$ cat src/rtl/wb_slave_responder_if.sv
// Wishbone bus bundle between a master and wb_slave_responder.
// err_o exists only when WB_SLAVE_RESPONDER_ERR_EN is defined.
interface wb_slave_responder_if #(
    parameter int ADDR_WIDTH = 2,
    parameter int DATA_WIDTH = 8
);
    logic                  cyc_i;
    logic                  stb_i;
    logic [ADDR_WIDTH-1:0] adr_i;
    logic                  we_i;
    logic [DATA_WIDTH-1:0] dat_i;
    logic [DATA_WIDTH-1:0] dat_o;
    logic                  ack_o;
    logic                  irq_o;
`ifdef WB_SLAVE_RESPONDER_ERR_EN
    logic                  err_o;

    modport master (output cyc_i, stb_i, adr_i, we_i, dat_i,
                    input  dat_o, ack_o, irq_o, err_o);
    modport slave  (input  cyc_i, stb_i, adr_i, we_i, dat_i,
                    output dat_o, ack_o, irq_o, err_o);
`else
    modport master (output cyc_i, stb_i, adr_i, we_i, dat_i,
                    input  dat_o, ack_o, irq_o);
    modport slave  (input  cyc_i, stb_i, adr_i, we_i, dat_i,
                    output dat_o, ack_o, irq_o);
`endif
endinterface

$ cat src/rtl/wb_slave_responder.sv
// Wishbone slave with a small register bank, programmable wait states and a doorbell irq.
// Optional WB_SLAVE_RESPONDER_ERR_EN: out-of-range accesses end with err_o instead of ack_o.
module wb_slave_responder #(
    parameter int ADDR_WIDTH  = 2,
    parameter int DATA_WIDTH  = 8,
    parameter int NUM_REGS    = 3,
    parameter int WAIT_STATES = 1,
    parameter int IRQ_ADDR    = 2
) (
    input  logic              clk_i,
    input  logic              rst_i,
    wb_slave_responder_if.slave bus
);
    typedef enum logic [1:0] {S_IDLE, S_WAIT, S_ACK} state_t;

    state_t                state_q, state_d;
    logic [3:0]            cnt_q, cnt_d;
    logic [DATA_WIDTH-1:0] regs_q [NUM_REGS];
    logic [DATA_WIDTH-1:0] regs_d [NUM_REGS];
    logic [DATA_WIDTH-1:0] dat_q, dat_d;
    logic                  ack_q, ack_d;
    logic                  irq_q, irq_d;
    logic                  irq_set_q, irq_set_d;
    logic                  irq_clr_q, irq_clr_d;
`ifdef WB_SLAVE_RESPONDER_ERR_EN
    logic                  err_q, err_d;
`endif

    logic                  req;
    logic                  commit;
    logic                  in_range;
    logic [DATA_WIDTH-1:0] rd_data;

    assign req      = bus.cyc_i & bus.stb_i;
    assign in_range = int'(bus.adr_i) < NUM_REGS;

    always_comb begin
        rd_data = '0;
        for (int i = 0; i < NUM_REGS; i++)
            if (int'(bus.adr_i) == i) rd_data = regs_q[i];
    end

    always_comb begin
        state_d   = state_q;
        cnt_d     = cnt_q;
        regs_d    = regs_q;
        dat_d     = '0;
        ack_d     = 1'b0;
        irq_set_d = 1'b0;
        irq_clr_d = 1'b0;
        irq_d     = irq_q;
        commit    = 1'b0;
`ifdef WB_SLAVE_RESPONDER_ERR_EN
        err_d     = 1'b0;
`endif
        // irq follows the commit by one edge, i.e. it moves as ack_o drops
        if (irq_set_q) irq_d = 1'b1;
        if (irq_clr_q) irq_d = 1'b0;

        case (state_q)
            S_IDLE: if (req) begin
                if (WAIT_STATES == 0) begin
                    commit  = 1'b1;
                    state_d = S_ACK;
                end else begin
                    cnt_d   = 4'(WAIT_STATES - 1);
                    state_d = S_WAIT;
                end
            end
            S_WAIT: begin
                if (!req) begin
                    state_d = S_IDLE;
                end else if (cnt_q == 4'd0) begin
                    commit  = 1'b1;
                    state_d = S_ACK;
                end else begin
                    cnt_d = cnt_q - 4'd1;
                end
            end
            S_ACK:   state_d = S_IDLE;
            default: state_d = S_IDLE;
        endcase

        if (commit) begin
            ack_d = 1'b1;
`ifdef WB_SLAVE_RESPONDER_ERR_EN
            if (!in_range) begin
                ack_d = 1'b0;
                err_d = 1'b1;
            end
`endif
            if (in_range && bus.we_i) begin
                for (int i = 0; i < NUM_REGS; i++)
                    if (int'(bus.adr_i) == i) regs_d[i] = bus.dat_i;
                if (int'(bus.adr_i) == IRQ_ADDR) irq_set_d = 1'b1;
            end else if (in_range) begin
                dat_d = rd_data;
                if (int'(bus.adr_i) == IRQ_ADDR) irq_clr_d = 1'b1;
            end
        end
    end

    always_ff @(posedge clk_i or posedge rst_i) begin
        if (rst_i) begin
            state_q   <= S_IDLE;
            cnt_q     <= '0;
            dat_q     <= '0;
            ack_q     <= 1'b0;
            irq_q     <= 1'b0;
            irq_set_q <= 1'b0;
            irq_clr_q <= 1'b0;
            for (int i = 0; i < NUM_REGS; i++) regs_q[i] <= '0;
`ifdef WB_SLAVE_RESPONDER_ERR_EN
            err_q     <= 1'b0;
`endif
        end else begin
            state_q   <= state_d;
            cnt_q     <= cnt_d;
            dat_q     <= dat_d;
            ack_q     <= ack_d;
            irq_q     <= irq_d;
            irq_set_q <= irq_set_d;
            irq_clr_q <= irq_clr_d;
            regs_q    <= regs_d;
`ifdef WB_SLAVE_RESPONDER_ERR_EN
            err_q     <= err_d;
`endif
        end
    end

    assign bus.dat_o = dat_q;
    assign bus.ack_o = ack_q;
    assign bus.irq_o = irq_q;
`ifdef WB_SLAVE_RESPONDER_ERR_EN
    assign bus.err_o = err_q;
`endif

endmodule
$ cat src/flat_wrapper.sv
// flat-port wrapper written by rule: the top's interface ports become plain ports
module wb_slave_responder_flat 
#(
    parameter int ADDR_WIDTH  = 2,
    parameter int DATA_WIDTH  = 8,
    parameter int NUM_REGS    = 3,
    parameter int WAIT_STATES = 1,
    parameter int IRQ_ADDR    = 2
)
  (clk_i, rst_i, bus_cyc_i, bus_stb_i, bus_adr_i, bus_we_i, bus_dat_i, bus_dat_o, bus_ack_o, bus_irq_o);
  wb_slave_responder_if #(.ADDR_WIDTH(ADDR_WIDTH), .DATA_WIDTH(DATA_WIDTH)) bus_i ();
  input  logic clk_i;
  input  logic rst_i;
  input wire logic [$bits(bus_i.cyc_i)-1:0] bus_cyc_i;
  input wire logic [$bits(bus_i.stb_i)-1:0] bus_stb_i;
  input wire logic [$bits(bus_i.adr_i)-1:0] bus_adr_i;
  input wire logic [$bits(bus_i.we_i)-1:0] bus_we_i;
  input wire logic [$bits(bus_i.dat_i)-1:0] bus_dat_i;
  output wire logic [$bits(bus_i.dat_o)-1:0] bus_dat_o;
  output wire logic [$bits(bus_i.ack_o)-1:0] bus_ack_o;
  output wire logic [$bits(bus_i.irq_o)-1:0] bus_irq_o;
  assign bus_i.cyc_i = bus_cyc_i;
  assign bus_i.stb_i = bus_stb_i;
  assign bus_i.adr_i = bus_adr_i;
  assign bus_i.we_i = bus_we_i;
  assign bus_i.dat_i = bus_dat_i;
  assign bus_dat_o = bus_i.dat_o;
  assign bus_ack_o = bus_i.ack_o;
  assign bus_irq_o = bus_i.irq_o;
  wb_slave_responder #(.ADDR_WIDTH(ADDR_WIDTH), .DATA_WIDTH(DATA_WIDTH), .NUM_REGS(NUM_REGS), .WAIT_STATES(WAIT_STATES), .IRQ_ADDR(IRQ_ADDR)) u_core (.clk_i(clk_i), .rst_i(rst_i), .bus(bus_i));
endmodule
$ cat config.mk
export PLATFORM = sky130hd
export DESIGN_NAME = wb_slave_responder_flat
export DESIGN_NICKNAME = d
export VERILOG_FILES = /design/src/rtl/wb_slave_responder_if.sv /design/src/rtl/wb_slave_responder.sv /design/src/flat_wrapper.sv
export SDC_FILE = /design/constraint.sdc
export NUM_CORES = 1
export LEC_CHECK = 0
export ABC_AREA = 1
export BUFFER_PORTS_ARGS = -buffer_cell sky130_fd_sc_hd__buf_4
export CORE_MARGIN = 2
export CORE_UTILIZATION = 55
export DETAILED_ROUTE_END_ITERATION = 10
export PLACE_DENSITY = 0.76
export RECOVER_POWER = 100
export SLEW_MARGIN = 20
export SYNTH_ARGS = -nofsm -noshare
export SYNTH_HDL_FRONTEND = slang
export SYNTH_SLANG_ARGS = --single-unit
export TNS_END_PERCENT = 10
$ cat constraint.sdc
create_clock -name clk_i -period 2.2 [get_ports clk_i]
set_input_delay 0.44 -clock clk_i [delete_from_list [all_inputs] [get_ports clk_i]]
set_output_delay 0.44 -clock clk_i [all_outputs]
set_load 0.02 [all_outputs]
==> flow_metrics.env <==
export IMPL_portBuffers=24
export IMPL_diodes=0
export IMPL_first_iter_violations=108
export IMPL_postCtsHoldBufs=0
export IMPL_power_leakage_nw=1.14
export IMPL_wirelength_met1_um=1730
export IMPL_clock_fmax_mhz=581
export IMPL_drt_pass1_iter_count=4
export IMPL_ys_seq_elements=42
export IMPL_clk_latency_ps=360
export IMPL_relSlewSlack_pct=34.7
export IMPL_setup_viol=0
export IMPL_path_max_fanout=12
export IMPL_h_tree_depth=2
export IMPL_die_y_um=63.1
export IMPL_fin_util_pct=63.9
export IMPL_overflow=0
export IMPL_cts_tree="done"
export IMPL_postSynthCellCount=232
export IMPL_routabilityCongestion=0.839
export IMPL_finalWirelength_um=3620
export IMPL_min_delay_path_class="input port to register"
export IMPL_syn2layout_area_growth_pct=10.9
export IMPL_ys_seq_area_share_pct=54.7
export IMPL_hpwl_um=2570
export IMPL_cp_end_kind="register"
export IMPL_cp_data_required_time_ps=2450
export IMPL_fin_tns_setup_ps=0
export IMPL_power_density_nw_per_um2=738
export IMPL_syn_nets=249
export IMPL_numCtsBuffers=5
export IMPL_peakVddDrop_mv=0.515
export IMPL_clock_path_buffers=2
export IMPL_cts_resized=0
export IMPL_drive_gt1_share_pct=11.0
export IMPL_synth_avg_cell_area_um2=8.29
export IMPL_io_pins=25
export IMPL_critPathArrivalTime_ps=1980
export IMPL_dieArea_um2=3990
export IMPL_dr_wl_met3_um=188
export IMPL_clock_skew_ps=10.3
export IMPL_hold_viol=0
export IMPL_tightest_slew_ps=980
export IMPL_start_util_pct=57.6
export IMPL_via_per_inst=4.82
export IMPL_fp_dieW_um=63.1
export IMPL_clkSlewWorstSetupHoldPaths_ps=120
export IMPL_nets=280
export IMPL_core_area_um2=3340
export IMPL_clock_sinks=42
export IMPL_drc=0
export IMPL_nFillCells=309
export IMPL_fin_crit_sh_pct=78.3
export IMPL_antenna_left=0
export IMPL_met2_length_um=1650
export IMPL_period_minus_slack_ps=1720
export IMPL_critPathKind="register to register"
export IMPL_row_count=21
export IMPL_yosysWarnings=0
export IMPL_startpoint_type="register"
export IMPL_synthDistinctLibCells=19
export IMPL_whs_ps=270
export IMPL_grt_pass1_vias=1513
export IMPL_cts_setup_buffers=0
export IMPL_outcome="complete, no violations"
export IMPL_highest_layer="met4"
export IMPL_vias=1495
export IMPL_maxSlewViolCount=0
export IMPL_cts_root_buf="clkbuf_4"
export IMPL_antenna_found_initial=0
export IMPL_syn_area_um2=1920
export IMPL_grt_max_degree=43
export IMPL_drv_cap=0
export IMPL_wire_per_inst_um=11.7
export IMPL_grt_first_pass_wirelength_um=6580
export IMPL_rsz0062_at_grt="no"
export IMPL_track_usage_pct=21.3
[placed cells by master (no fill, tap or decap), types with 2 or more instances in the layout]
| cell | netlist | routed |
|---|---|---|
| buf_4 | 2 | 15 |
| clkbuf_1 | 0 | 10 |
| clkbuf_4 | 0 | 6 |
| dfrtp_1 | 42 | 42 |
| ha_1 | 2 | 2 |
| inv_1 | 26 | 27 |
| nand2_1 | 78 | 81 |
| nand3_1 | 34 | 36 |
| nor2_1 | 27 | 27 |
| nor2_4 | 2 | 2 |
| nor3_1 | 4 | 5 |
| o21ai_0 | 3 | 3 |
[final timing paths]
check,start,endpoint,slack (ps),cells past startpoint
setup reg to reg,u_core.cnt_q[0],u_core.regs_q[23],480,7
min in group asynchronous,rst_i,u_core.bus.dat_o[1],380,3
hold / removal,bus_we_i,u_core.irq_clr_q,270,2
setup / recovery,u_core.cnt_q[0],u_core.regs_q[23],480,7
max in group asynchronous,rst_i,u_core.regs_q[2],1220,3
hold reg to reg,u_core.irq_clr_q,u_core.bus.irq_o,410,1
[Yosys cell counts]
cell type	n	share of area, %
ha_1	2	1.3
nor3_2	1	0.52
nand3_2	1	0.52
dfrtp_1	42	55
nand2_4	3	1.8
nand3_1	34	8.8
nor3_1	4	1.0
o21ai_0	3	0.78
nand2_2	1	0.33
inv_2	2	0.39
nor2_1	27	5.3
xor2_1	1	0.46
clkinv_1	1	0.19
buf_4	2	0.78
nand3_4	1	0.91
buf_8	1	0.78
inv_1	26	5.1
nor2_4	2	1.2
nand2_1	78	15
[per-stage QoR]
stage / cell area [um2] / setup slack, ps / instances / power (mW)
final: 2130 / 478 / 310 / 1.57
after detailed placement: 2150 / 556 / 302 / 1.20
after floorplan: 1920 / 786 / 232 / 1.12
after CTS: 2220 / 535 / 310 / 1.60
after global placement: 2150 / 614 / 302 / 1.20
after global routing: 2130 / 307 / 310 / 1.67
[kinds of logic after synthesis]
family / share of synthesized area (%)
xor+xnor: 0.456
buf+inv: 7.22
flops: 54.7
simple gates: 35.6
fa+ha+maj: 1.30
compound gates: 0.781
[report_power, final]
group | switching, mW | leakage [nW] | internal, mW
logic | 0.166 | 0.526 | 0.0968
clock network | 0.246 | 0.0343 | 0.154
registers | 0.0515 | 0.576 | 0.858
total | 0.464 | 1.14 | 1.11
[worst max-delay path: stages, from the launching register on]
cell and delay (ps):
dfrtp_1 400, inv_1 130, ha_1 160, nand3_1 160
nor2_4 270, nand2_1 300, nand2_1 140, nand2_1 60
[flip-flops by register name (all words and copies together), names as in the netlist]
signal and flops:
u_core.cnt_q 4, u_core.bus.dat_o 8, u_core.irq_clr_q 1, u_core.regs_q 24
u_core.irq_set_q 1, u_core.bus.irq_o 1, u_core.state_q 2, u_core.bus.ack_o 1
[area by class of cell]
type | instances | area (um2) | share of cell area (%)
flip-flops and latches | 42 | 1050 | 49.3
multi-input cells | 158 | 688 | 32.3
repair buffers | 27 | 163 | 7.63
inverters | 29 | 109 | 5.11
well taps | 46 | 57.6 | 2.70
clock buffers | 6 | 51.3 | 2.41
clock inverters | 2 | 12.5 | 0.587
[layer usage]
metal / GRT usage, % / up-vias
met3: 4.46 / 6
met5: 0 / -
li1: - / 777
met4: 11.1 / 0
met2: 33.6 / 35
met1: 27.8 / 677
Note: power is estimated with default switching activity, not from simulation.
